$ cat config.mk
export PLATFORM = sky130hd
export DESIGN_NAME = input_buffer
export DESIGN_NICKNAME = d
export VERILOG_FILES = /design/src/rtl/noc_pkg.sv /design/src/rtl/sync_fifo.sv /design/src/rtl/input_buffer.sv
export SDC_FILE = /design/constraint.sdc
export NUM_CORES = 1
export LEC_CHECK = 0
export ABC_AREA = 1
export CAP_MARGIN = 20
export CORE_MARGIN = 3
export CORE_UTILIZATION = 35
export DETAILED_ROUTE_END_ITERATION = 10
export PLACE_DENSITY = 0.57
export SLEW_MARGIN = 40
export SYNTH_ARGS = -nofsm -noshare
export SYNTH_HDL_FRONTEND = slang
export SYNTH_HIERARCHICAL = 1
export SYNTH_SLANG_ARGS = --single-unit
$ cat constraint.sdc
create_clock -name clk -period 3.3 [get_ports clk]
set_clock_uncertainty 0.2 [all_clocks]
set_input_delay 0.66 -clock clk [delete_from_list [all_inputs] [get_ports clk]]
set_output_delay 0.66 -clock clk [all_outputs]
set_load 0.01 [all_outputs]
$ cat src/rtl/noc_pkg.sv
// Shared NoC router definitions: flit geometry, packet length and port identifiers.
package noc_pkg;

    localparam int unsigned FLIT_W    = 32;
    localparam int unsigned ADDR_W    = 16;
    localparam int unsigned PKT_FLITS = 4;
    localparam int unsigned IB_DEPTH  = 4;

    typedef enum logic [2:0] {
        PORT_N = 3'd0,
        PORT_S = 3'd1,
        PORT_W = 3'd2,
        PORT_E = 3'd3,
        PORT_L = 3'd4
    } port_e;

    typedef logic [FLIT_W-1:0] flit_t;

endpackage : noc_pkg

$ cat src/rtl/sync_fifo.sv
// Single-clock FIFO with registered pointers/count; a pop frees its slot for a same-edge push.
module sync_fifo #(
    parameter int unsigned WIDTH = 32,
    parameter int unsigned DEPTH = 4
) (
    input  logic             clk,
    input  logic             reset,
    input  logic             push,
    input  logic [WIDTH-1:0] wr_data,
    input  logic             pop,
    output logic [WIDTH-1:0] rd_data_c,
    output logic             empty_c,
    output logic             full_c,
    output logic             push_ok_c,
    output logic             pop_ok_c
);

    localparam int unsigned PTR_W = $clog2(DEPTH);
    localparam int unsigned CNT_W = PTR_W + 1;

    logic [WIDTH-1:0] mem [DEPTH];
    logic [PTR_W-1:0] wr_ptr;
    logic [PTR_W-1:0] rd_ptr;
    logic [CNT_W-1:0] count;

    // Status decode and transfer qualification; no bypass path when empty.
    always_comb begin
        empty_c   = (count == '0);
        full_c    = (count == CNT_W'(DEPTH));
        pop_ok_c  = pop && !empty_c;
        push_ok_c = push && (!full_c || pop_ok_c);
        rd_data_c = empty_c ? '0 : mem[rd_ptr];
    end

    always_ff @(posedge clk or posedge reset) begin
        if (reset) begin
            wr_ptr <= '0;
            rd_ptr <= '0;
            count  <= '0;
        end else begin
            if (push_ok_c) wr_ptr <= wr_ptr + PTR_W'(1);
            if (pop_ok_c)  rd_ptr <= rd_ptr + PTR_W'(1);
            case ({push_ok_c, pop_ok_c})
                2'b10:   count <= count + CNT_W'(1);
                2'b01:   count <= count - CNT_W'(1);
                default: count <= count;
            endcase
        end
    end

    // Storage is deliberately left unreset.
    always_ff @(posedge clk) begin
        if (push_ok_c) mem[wr_ptr] <= wr_data;
    end

endmodule : sync_fifo

$ cat src/rtl/input_buffer.sv
// Router input port: FIFO plus packet-boundary tracking, head header extraction,
// credit return and sticky overflow detection.
module input_buffer #(
    parameter int unsigned FLIT_W    = 32,
    parameter int unsigned DEPTH     = 4,
    parameter int unsigned PKT_FLITS = 4
) (
    input  logic              clk,
    input  logic              reset,
    input  logic              ib_write_i,
    input  logic [FLIT_W-1:0] ib_data_i,
    input  logic              ib_read_i,
    output logic [FLIT_W-1:0] ib_data_o,
    output logic              ib_empty_o,
    output logic              ib_full_o,
    output logic [15:0]       ib_addr_header_o,
    output logic              ib_header_valid_o,
    output logic              ib_credit_o,
    output logic              ib_overflow_o
);

    import noc_pkg::*;

    localparam int unsigned IDX_W = (PKT_FLITS > 1) ? $clog2(PKT_FLITS) : 1;

    logic [FLIT_W-1:0] head_flit;
    logic              empty;
    logic              full;
    logic              push_ok;
    logic              pop_ok;
    logic [IDX_W-1:0]  flit_idx;
    logic              credit_q;
    logic              overflow_q;

    sync_fifo #(
        .WIDTH (FLIT_W),
        .DEPTH (DEPTH)
    ) u_fifo (
        .clk       (clk),
        .reset     (reset),
        .push      (ib_write_i),
        .wr_data   (ib_data_i),
        .pop       (ib_read_i),
        .rd_data_c (head_flit),
        .empty_c   (empty),
        .full_c    (full),
        .push_ok_c (push_ok),
        .pop_ok_c  (pop_ok)
    );

    // Flit position within the current packet, advanced by pops; credit and overflow flags.
    always_ff @(posedge clk or posedge reset) begin
        if (reset) begin
            flit_idx   <= '0;
            credit_q   <= 1'b0;
            overflow_q <= 1'b0;
        end else begin
            credit_q <= pop_ok;
            if (ib_write_i && !push_ok) overflow_q <= 1'b1;
            if (pop_ok) begin
                if (flit_idx == IDX_W'(PKT_FLITS - 1)) flit_idx <= '0;
                else                                   flit_idx <= flit_idx + IDX_W'(1);
            end
        end
    end

    always_comb begin
        ib_data_o         = head_flit;
        ib_empty_o        = empty;
        ib_full_o         = full;
        ib_header_valid_o = !empty && (flit_idx == '0);
        ib_addr_header_o  = ib_header_valid_o ? head_flit[ADDR_W-1:0] : '0;
        ib_credit_o       = credit_q;
        ib_overflow_o     = overflow_q;
    end

endmodule : input_buffer
==> metrics.txt <==
status finished clean; Hold-fix buffers, CTS 0; syn_nets 665; Reg2Reg Setup Slack 1.01 ns; wirelength, routed 14.05 mm; Top Layer Used met5; worst min-delay path category input pin to async pin; Initial Util 0.3602; H-tree depth 4; worst skew pair latency 0.41 ns; drt pass-1 iters 5; Final setup viols 0; Die Footprint 19570 µm²; GP Congestion 0.7348; crit path DAT 2.31 ns; Register-to-Register Path Depth 10; largest net degree at the start of global routing 24; detailed placement HPWL 9.207 mm; beginning of the worst register-to-register path u_fifo/count[0]$_DFFE_PP0P_; CTS tree built; Total GRT Usage 0.1490; leakage power 3.411 nW; DR iter-0 viols 246; Worst Setup End Kind output pin; placed instance count 931; required time of the critical path 2.44 ns; Core Area 17420 µm²; CP Launch Type register; Die X 139.9 µm; Reg clk slew, reported paths 0.06 ns; hold slack final 0.2858 ns; Synth Cell Area 6274 µm²; initial antenna violation count 1; area growth from synthesis to layout 29.24%; Worst Max-Slew Pin Slew 0.3268 ns; maximum clock frequency 315.3 MHz; Final Hold Vio Count 0; maximum VDD drop 504.2 µV; WS Path Type register to output pin; PwrDens 948.5 nW/µm²; Max Cap Viol 0; Buf+Inv Stages, Crit Path 3; TNS Setup 0 ns; Root Driver clkbuf_16; M1 WL 6.049 mm; max incr delay on CP 0.54 ns; Worst Path Max Fanout 23; Row Count 48; total gr overflow 0; non-filler instance count after layout 965; port buffer count 88; first-pass GRT wire length 22.60 mm; Max-slew headroom 0.7821; DR vias/cell 4.433; Crit Reg-Reg Endpoint u_fifo/count[2]$_DFFE_PP0P_; Seq cells post-synth 139; post-synthesis sequential area ratio 0.6566; CTS Sinks 139; via count of the routed design 4278; Cell Chain, Critical Path buf_4 > nand3_1 > a21oi_2 > inv_1 > nor2_2 > clkdlybuf4s50_1; nets@finish 771; fin. max-slew vios 0; Remaining DRCs 0; RSZ-0062 raised after global routing no; final worst-path cycle share 0.9610; ant diodes 0; CTS Buf Count 17; YS warnings 6; DR WL met3 831 µm; Cells after Synth 621; IO Pins 89; Yosys cell types 25; Slowest-stage cell, CP clkdlybuf4s50_1; DR WL/cell 14.56 µm; Avg Inst Size Synth 10.10 µm²; Routed Antenna Nets 0; WL met2 7.062 mm; vias in the first global route 4320; Die H 139.9 µm; cell family with most CP delay buffers and inverters; layout cell share with drive strength beyond 1 0.1865; fin crit period 3.171 ns; FILL cells 1611; Clock Path Buffers 2
sequential cells by signal, summed over array words and instances (netlist names):
signal / count
ib_credit_o: 1
u_fifo/rd_ptr: 2
flit_idx: 2
ib_overflow_o: 1
u_fifo/count: 3
u_fifo/wr_ptr: 2
u_fifo/mem: 128
report_power, final:
part           internal [mW]  switching (mW)
logic                   1.49            1.95
registers               2.29           0.127
clock network           1.11           0.718
cell usage after synthesis (all sizes together):
library cell | count | area (µm²)
nand2 | 149 | 569.3
inv | 143 | 536.8
edfxtp | 128 | 3844
nand3 | 68 | 340.3
a21oi | 32 | 160.2
clkinv | 27 | 101.4
buf | 22 | 166.4
nor2 | 22 | 110.1
dfrtp | 11 | 275.3
ha | 7 | 87.58
clkbuf | 3 | 11.26
o21ai | 3 | 15.01
xnor2 | 2 | 17.52
fa | 1 | 20.02
nand4 | 1 | 6.260
nor3 | 1 | 5.000
o21bai | 1 | 7.510
repair_timing:
| item | in CTS | in global routing |
|---|---|---|
| endpoints found under the setup margin | 19 | 16 |
| pin swaps | 0 | 0 |
| setup buffers | 2 | 0 |
| gates resized for setup | 3 | 13 |
cell type report:
cell class | instances | area [µm²] | share of cell area
well taps | 225 | 281.5 | 0.03472
multi-input cells | 287 | 1419 | 0.1750
clock buffers | 17 | 425.4 | 0.05247
flip-flops and latches | 139 | 4121 | 0.5083
repair buffers | 112 | 1067 | 0.1316
inverters | 170 | 643.1 | 0.07932
clock inverters | 15 | 150.1 | 0.01852
worst max path at each step:
stage | to | cells after the start | slack, ns | startpoint
3_5_place_dp | ib_addr_header_o[7] | 8 | 0.34 | u_fifo/rd_ptr[0]$_DFFE_PP0P_
2_1_floorplan | u_fifo/mem[0][0]$_DFFE_PP_ | 4 | 0.39 | ib_read_i
5_1_grt | ib_addr_header_o[7] | 8 | 0.0007 | u_fifo/count[0]$_DFFE_PP0P_
3_3_place_gp | ib_addr_header_o[14] | 7 | 0.38 | u_fifo/count[0]$_DFFE_PP0P_
6_report | ib_addr_header_o[1] | 6 | 0.13 | u_fifo/rd_ptr[1]$_DFFE_PP0P_
4_1_cts | ib_addr_header_o[7] | 8 | 0.04 | u_fifo/rd_ptr[0]$_DFFE_PP0P_
worst register-to-register path, delay by kind of cell, from the launching register on:
family / cells / cell delay, ns
and+or+nand+nor: 7 / 0.88
adders and majority gates: 2 / 0.61
DFF: 1 / 0.42
buffers and inverters: 1 / 0.07
kinds of logic after synthesis:
| group | count (synthesis) | share of synthesized area |
|---|---|---|
| compound gates | 36 | 0.02912 |
| xor+xnor | 2 | 0.002793 |
| fa+ha+maj | 8 | 0.01715 |
| buf+inv | 195 | 0.1300 |
| flops | 139 | 0.6566 |
| simple gates | 241 | 0.1643 |
stage by stage:
step	util	cell area, µm²	setup slack (ns)	total power, mW
2_1_floorplan	-	6274	0.3927	4.316
3_3_place_gp	0.4281	7456	0.3830	5.778
3_5_place_dp	0.4281	7456	0.3357	5.829
4_1_cts	0.4625	8055	0.03781	7.733
5_1_grt	0.4655	8108	0.0007356	8.205
6_report	0.4655	8108	0.1286	7.691
placed cells by master, fill, tap and decap left out:
cell type / Yosys / final
nand2_2: 1 / 1
clkdlybuf4s50_1: 0 / 87
o21ai_1: 2 / 2
clkinv_1: 27 / 30
edfxtp_1: 128 / 128
buf_6: 7 / 1
a21oi_1: 32 / 21
nand4_1: 1 / 1
nor2_4: 1 / 5
a21oi_2: 0 / 11
inv_2: 57 / 55
inv_1: 86 / 86
clkbuf_16: 0 / 17
nand2_8: 0 / 1
inv_4: 0 / 2
nor2_2: 8 / 8
ha_1: 7 / 7
xnor2_1: 2 / 2
nand3_1: 68 / 68
clkinv_2: 0 / 2
inv_6: 0 / 2
bufinv_16: 0 / 2
dlymetal6s2s_1: 0 / 1
o21ai_0: 1 / 1
buf_4: 5 / 23
nand2_1: 147 / 147
dfrtp_2: 0 / 2
clkinvlp_4: 0 / 1
o21bai_1: 1 / 1
nor3_1: 1 / 1
nor2_1: 13 / 9
fa_1: 1 / 1
clkinv_4: 0 / 5
dfrtp_1: 11 / 9
per-layer routing:
| metal | vias to the layer above | track usage |
|---|---|---|
| li1 | 2140 | - |
| met1 | 2015 | 0.1845 |
| met2 | 111 | 0.2563 |
| met3 | 10 | 0.04192 |
| met4 | 2 | 0.04131 |
| met5 | - | 0 |
(Power assumes the default switching activity.)
